$ cat src/rtl/onehot_decoder_pipe.sv
// Pipelined 3-to-8 one-hot decoder with a 2-entry elastic buffer, a
// self-generated walking-one sweep mode and a saturating delivered-word counter.
module onehot_decoder_pipe #(
    parameter int CNT_W = 8
) (
    input  logic             clk,
    input  logic             rst_n,
    input  logic             in_valid,
    output logic             in_ready,
    input  logic [2:0]       in_code,
    input  logic             in_en,
    input  logic             start_sweep,
    output logic             sweep_busy,
    output logic             out_valid,
    input  logic             out_ready,
    output logic [7:0]       out_y,
    input  logic             cnt_clr,
    output logic [CNT_W-1:0] word_cnt
);

    localparam logic ST_NORMAL = 1'b0;
    localparam logic ST_SWEEP  = 1'b1;
    localparam logic [CNT_W-1:0] CNT_MAX = '1;

    logic             state_reg;
    logic [1:0]       count_reg;
    logic [3:0]       entry0_reg;   // head slot: {en, code}
    logic [3:0]       entry1_reg;
    logic [2:0]       sweep_pos_reg;
    logic [CNT_W-1:0] word_cnt_reg;

    logic       push_norm;
    logic       push_sweep;
    logic       push;
    logic       pop;
    logic [3:0] push_data;

    // in_ready depends only on registered state, never on out_ready.
    assign in_ready   = (state_reg == ST_NORMAL) && (count_reg != 2'd2);
    assign push_norm  = in_valid && in_ready;
    assign push_sweep = (state_reg == ST_SWEEP) && (count_reg != 2'd2);
    assign push       = push_norm || push_sweep;
    assign push_data  = push_sweep ? {1'b1, sweep_pos_reg} : {in_en, in_code};
    assign out_valid  = (count_reg != 2'd0);
    assign pop        = out_valid && out_ready;
    assign sweep_busy = (state_reg == ST_SWEEP);
    assign word_cnt   = word_cnt_reg;

    generate
        for (genvar gi = 0; gi < 8; gi++) begin : g_dec
            assign out_y[gi] = out_valid && entry0_reg[3] && (entry0_reg[2:0] == 3'(gi));
        end
    endgenerate

    // Head always lives in entry0; a pop shifts entry1 forward.
    always_ff @(posedge clk or negedge rst_n) begin
        if (!rst_n) begin
            count_reg  <= 2'd0;
            entry0_reg <= 4'd0;
            entry1_reg <= 4'd0;
        end else begin
            case ({push, pop})
                2'b10: begin
                    if (count_reg == 2'd0)
                        entry0_reg <= push_data;
                    else
                        entry1_reg <= push_data;
                    count_reg <= count_reg + 2'd1;
                end
                2'b01: begin
                    entry0_reg <= entry1_reg;
                    count_reg  <= count_reg - 2'd1;
                end
                // Push with pop only happens at count 1: new word becomes head.
                2'b11: entry0_reg <= push_data;
                default: ;
            endcase
        end
    end

    always_ff @(posedge clk or negedge rst_n) begin
        if (!rst_n) begin
            state_reg     <= ST_NORMAL;
            sweep_pos_reg <= 3'd0;
        end else if (state_reg == ST_NORMAL) begin
            if (start_sweep && (count_reg == 2'd0) && !in_valid) begin
                state_reg     <= ST_SWEEP;
                sweep_pos_reg <= 3'd0;
            end
        end else if (push_sweep) begin
            if (sweep_pos_reg == 3'd7) begin
                state_reg     <= ST_NORMAL;
                sweep_pos_reg <= 3'd0;
            end else begin
                sweep_pos_reg <= sweep_pos_reg + 3'd1;
            end
        end
    end

    always_ff @(posedge clk or negedge rst_n) begin
        if (!rst_n)
            word_cnt_reg <= '0;
        else if (cnt_clr)
            word_cnt_reg <= '0;
        else if (pop && (word_cnt_reg != CNT_MAX))
            word_cnt_reg <= word_cnt_reg + 1'b1;
    end

endmodule

$ cat config.mk
export PLATFORM = sky130hd
export DESIGN_NAME = onehot_decoder_pipe
export DESIGN_NICKNAME = d
export VERILOG_FILES = /design/src/rtl/onehot_decoder_pipe.sv
export SDC_FILE = /design/constraint.sdc
export NUM_CORES = 1
export LEC_CHECK = 0
export CORE_MARGIN = 1.5
export CORE_UTILIZATION = 45
export CTS_BUF_LIST = sky130_fd_sc_hd__clkbuf_16
export DETAILED_ROUTE_END_ITERATION = 16
export PLACE_DENSITY = 0.8
export SYNTH_ARGS = -nofsm -noshare
export SYNTH_HDL_FRONTEND = slang
export SYNTH_SLANG_ARGS = --single-unit
$ cat constraint.sdc
create_clock -name clk -period 1.9 [get_ports clk]
set_clock_uncertainty 0.15 [all_clocks]
set_input_delay 0.57 -clock clk [delete_from_list [all_inputs] [get_ports clk]]
set_output_delay 0.57 -clock clk [all_outputs]
set_load 0.02 [all_outputs]
# Word-level counts from Yosys, hierarchy flattened
# Cells that the tools add are included.
totals:
  elab_cells: 69
  register_bits: 22
  inputBits: 10
  out_inout_bits: 19
op_classes:
  bitwise_logic: 2
  mux: 14
  eq_ne: 15
  addsub: 4
  n_reduce_logical: 28
op_table:
  columns: ["op", "n"]
  rows:
  - ["logical AND 1 bit", 16]
  - ["two-way mux 8 bit", 2]
  - ["== test 3 bit (second input constant)", 5]
  - ["two-way mux 3 bit", 4]
  - ["one-hot mux 4 bit (3 select lines)", 1]
  - ["adder 8 x 1 -> 8 bit (second input constant)", 1]
  - ["two-way mux 4 bit", 2]
  - ["inequality test 8 bit (second input constant)", 1]
  - ["nonzero test 2 bit", 4]
  - ["== test 3 x 2 -> 1 bit (second input constant)", 2]
  - ["AND reduction 2 bit", 3]
  - ["== test 2 bit (second input constant)", 2]
  - ["two-way mux 1 bit", 4]
  - ["inequality test 2 bit (second input constant)", 2]
  - ["one-hot mux 2 bit (2 select lines)", 1]
  - ["adder 3 x 1 -> 3 bit (second input constant)", 1]
  - ["== test 3 x 1 -> 1 bit (second input constant)", 1]
  - ["logical NOT 3 bit", 1]
  - ["nonzero test 3 bit", 1]
  - ["adder 2 x 1 -> 2 bit (second input constant)", 1]
  - ["== test 2 x 1 -> 1 bit (second input constant)", 1]
  - ["logical NOT 2 bit", 1]
  - ["inequality test 2 x 1 -> 1 bit (second input constant)", 1]
  - ["NOT 1 bit", 2]
  - ["other kinds (3)", 3]

# Longest topological paths before layout
logic_depth:
  depth_word: 7
  depth_mapped: 9

# Worst setup path before layout
# No wires, ideal clock.
synth_path:
  path_type: "register to output"
  from: "register count_reg[0]"
  to: "output port out_y[0]"
  required_ns: 1.180
  path_stages_with_launch: 6
  arrival_time_ns: 1.303
  setup_slack_ns: -0.123
  cell_sequence: "dfrtp_1 -> buf_6 -> or2_1 -> buf_6 -> nand3_1 -> nor3_1"
synth_between:
  elab_chain_len: 3
synth_rtl:
  columns: ["element", "line", "source"]
  rows:
  - ["from (decl)", "26", "logic [1:0] count_reg;"]
  - ["from (signal assigned)", "68", "count_reg <= count_reg + 2'd1;"]
  - ["from (signal assigned)", "72", "count_reg <= count_reg - 2'd1;"]
  - ["nonzero test 2 bit", "44", "assign out_valid = (count_reg != 2'd0);"]
  - ["named net out_valid", "14", "output logic out_valid,"]
  - ["logical AND 1 bit (2 in series)", "51", "assign out_y[gi] = out_valid && entry0_reg[3] && (entry0_reg[2:0] == 3'(gi));"]
  - ["to (decl)", "16", "output logic [7:0] out_y,"]
# The timed path passes the listed nets, and every way through them passes these cells.

# Worst setup path after layout
layout_path:
  from: "register count_reg[1]"
  to: "output port out_y[0]"
layout_between:
  elab_chain_len: 3
layout_rtl:
  columns: ["element", "line"]
  rows:
  - ["nonzero test 2 bit", "44"]
  - ["logical AND 1 bit (2 in series)", "51"]
# No other way between the ends.

==> metrics.cfg <==
[grt]
track_usage_pct=20.6
grt_overflow=0
grt_pass1_wl_mm=5.13
first_global_vias=1185
grt_max_degree=23
grt_antenna_before_repair=0

[layout]
area_growth_pct=48.6
largest_register_ffs=8
layout-drive-gt1-share_pct=34.8
final_cell_area_mm2=0.00193
num-nets-final=204
final-instance-count-excl-fill=218
num_antenna_cells=0
final_util_pct=70.4

[clocking]
clk_root_buffer_cell=clkbuf_16
tritoncts=built
postCtsHoldBufs=0
cts_buffers=3
clock_path_buffers=2
htree_levels=1
clkLatencyLatePin_ns=0.25
clock_sinks=22
clkTransAtPathRegs_ns=0.05

[routing]
post-route-drc-count=0
vias=1203
wire_per_inst_um=14.6
drtAntennaViolNets=0
wl_mm=3.19
viasPerCell=5.52
drtIter0Drc=28
dr.pass1.iters=4

[floorplanning]
start_util_pct=47.4
pin_count=29
dieHeight_um=56.7
rows=19
die_area_mm2=0.00321
coreArea_mm2=0.00273
die-width_um=56.7

[sta]
setup_violations=8
setup_ws_ns=-0.0633
tightest_slew_ns=0.343
period_needed_ns=1.96
slew-limit-headroom_pct=76.9
drv_slew=0
clock.fmax_ghz=0.509
fin_setup_tns_ns=-0.397
final_min_period_over_clock_period_pct=103
rsz0062_at_grt=yes
hold_viol_final=0

[synthesis]
synthCells=140
syn_nets=155
async_reset_ff_share_pct=100
avgSynthCellArea_um2=9.26
ys.flop_type=dfrtp_1
synth_top_family_by_area=compound AO/OA/AOI/OAI gates
synth-compound-area-share_pct=20.9
synthSimpleGateAreaFrac_pct=19.5
yosysUniqueCellTypes=37
synth_fa_ha_area_share_pct=4.83
synth_warnings=0
synth_seq_cells=22
ys_seq_area_share_pct=42.5
synth-xor-area-share_pct=4.05
synth_edf_count=0
synthMuxAreaShare_pct=1.93
syn_area_mm2=0.00130

[setup_path]
crit_arrival_ns=1.24
worstPathRequired_ns=1.18
cp-start-kind=register
path_class=register to output port
cp_max_fo=4
r2r-end=entry0_reg[1]
worstRegToRegCells=8
r2r-start=count_reg[1]
worstSetupEndpointType=output port
r2r_slack_ns=0.10

[worst_hold_path]
hold_end=entry1_reg[2]
min_path_type=register to register
hp-start=entry1_reg[2]
min_path_cells=2

[placement]
hpwl_mm=2.26
place_area_mm2=0.00173
port-buffer-count=28
placedCellCount=213
routabilityCongestion=0.853

[job]
max_cap_violations=0

[power_and_ir_drop]
power_leakage_uw=0.000859
power_uw=2930
power_density_mw_per_mm2=1520
ir_drop_v=0.00110

[outcome]
status=finished with violations
violations=setup timing

## critical path, cell delays in order, from the launching register on
cell	delay, ns
dfrtp_1	0.38
or2_4	0.29
nand3_4	0.12
nor3_2	0.05
buf_4	0.16
## cells in the mapped netlist, types with 3 or more instances
library cell | number | area, um2
ha_1 | 5 | 62.6
o21ai_0 | 10 | 50.1
o22ai_1 | 4 | 25.0
a211oi_1 | 5 | 37.5
inv_1 | 8 | 30.0
a21oi_1 | 7 | 35.0
buf_6 | 3 | 33.8
dfrtp_1 | 22 | 551
xnor2_1 | 4 | 35.0
nand3_1 | 5 | 25.0
nor2_1 | 14 | 52.6
nor3_1 | 5 | 25.0
and3_1 | 3 | 18.8
nand2_1 | 17 | 63.8
## cell usage in the layout, fill, tap and decap left out, types with 2 or more instances in the layout
master,count
buf_4,25
dfrtp_1,21
nand2_1,15
dlygate4sd2_1,10
o21ai_0,9
nor2_1,8
clkdlybuf4s50_1,8
buf_6,8
inv_1,7
a21oi_1,7
nor2_2,4
o22ai_1,4
xnor2_1,4
and3_1,3
nand3_1,3
nor3_1,3
a211oi_2,3
ha_1,3
clkbuf_16,3
o21ai_4,2
nand3_4,2
nor2_4,2
nand2_2,2
o21bai_1,2
a31oi_1,2
a211oi_1,2
xor2_1,2
ha_4,2
## final cells by class
class	count	area, um2
fillers	187	808
multi-input cells	103	785
well taps	31	38.8
inverters	8	30.0
clock buffers	3	75.1
repair buffers	51	445
flip-flops and latches	22	552
## power breakdown
part           switching [uW]  leakage, uW  total, uW  internal [uW]
clock                     154    0.0000370        431            278
combinational             910     0.000546       1720            812
sequential                145     0.000276        781            635
## metrics by stage
step / setup slack (ns) / hold WS (ns)
finish: -0.0633 / 0.335
global route: -0.114 / 0.366
CTS: -0.0739 / 0.337
detailed placement: -0.339 / 0.325
global placement: -0.285 / 0.309
floorplan: 0.00891 / 0.124
## how the worst max path moves through the flow
stage | startpoint | to | slack (ns) | depth (start not counted)
final | count_reg[1] | out_y[0] | -0.06 | 4
after global routing | count_reg[1] | out_y[3] | -0.11 | 4
after CTS | count_reg[0] | out_y[1] | -0.07 | 4
after detailed placement | in_valid | entry0_reg[3] | -0.34 | 5
after global placement | in_valid | entry0_reg[3] | -0.28 | 5
after floorplan | sweep_busy | entry0_reg[3] | 0.009 | 6
## cell families (layout without fill, tap and decap cells)
| logic type | after synthesis | count (layout) |
|---|---|---|
| AND/OR/NAND/NOR | 53 | 53 |
| adder cells (fa/ha/maj) | 5 | 5 |
| XOR/XNOR | 6 | 6 |
| flip-flops | 22 | 22 |
| AO/OA/AOI/OAI | 37 | 37 |
| buffers and inverters | 15 | 62 |
| multiplexers | 2 | 2 |
## what timing repair did
item / CTS / global route
resized for setup: 72 / 23
setup endpoints to repair: 25 / 15
buffers inserted: 2 / 0
endpoints found under the hold margin: 0 / 0
pin swaps: 7 / 5
## layer usage
| layer | GRT usage (%) | vias up | routed length (um) |
|---|---|---|---|
| met1 | 26.9 | 561 | 1410 |
| met5 | 0 | - | 0 |
| met2 | 33.4 | 42 | 1540 |
| met3 | 2.76 | 9 | 155 |
| met4 | 10.2 | 0 | 82 |
| li1 | - | 591 | - |
Note: power is estimated with default switching activity, not from simulation.
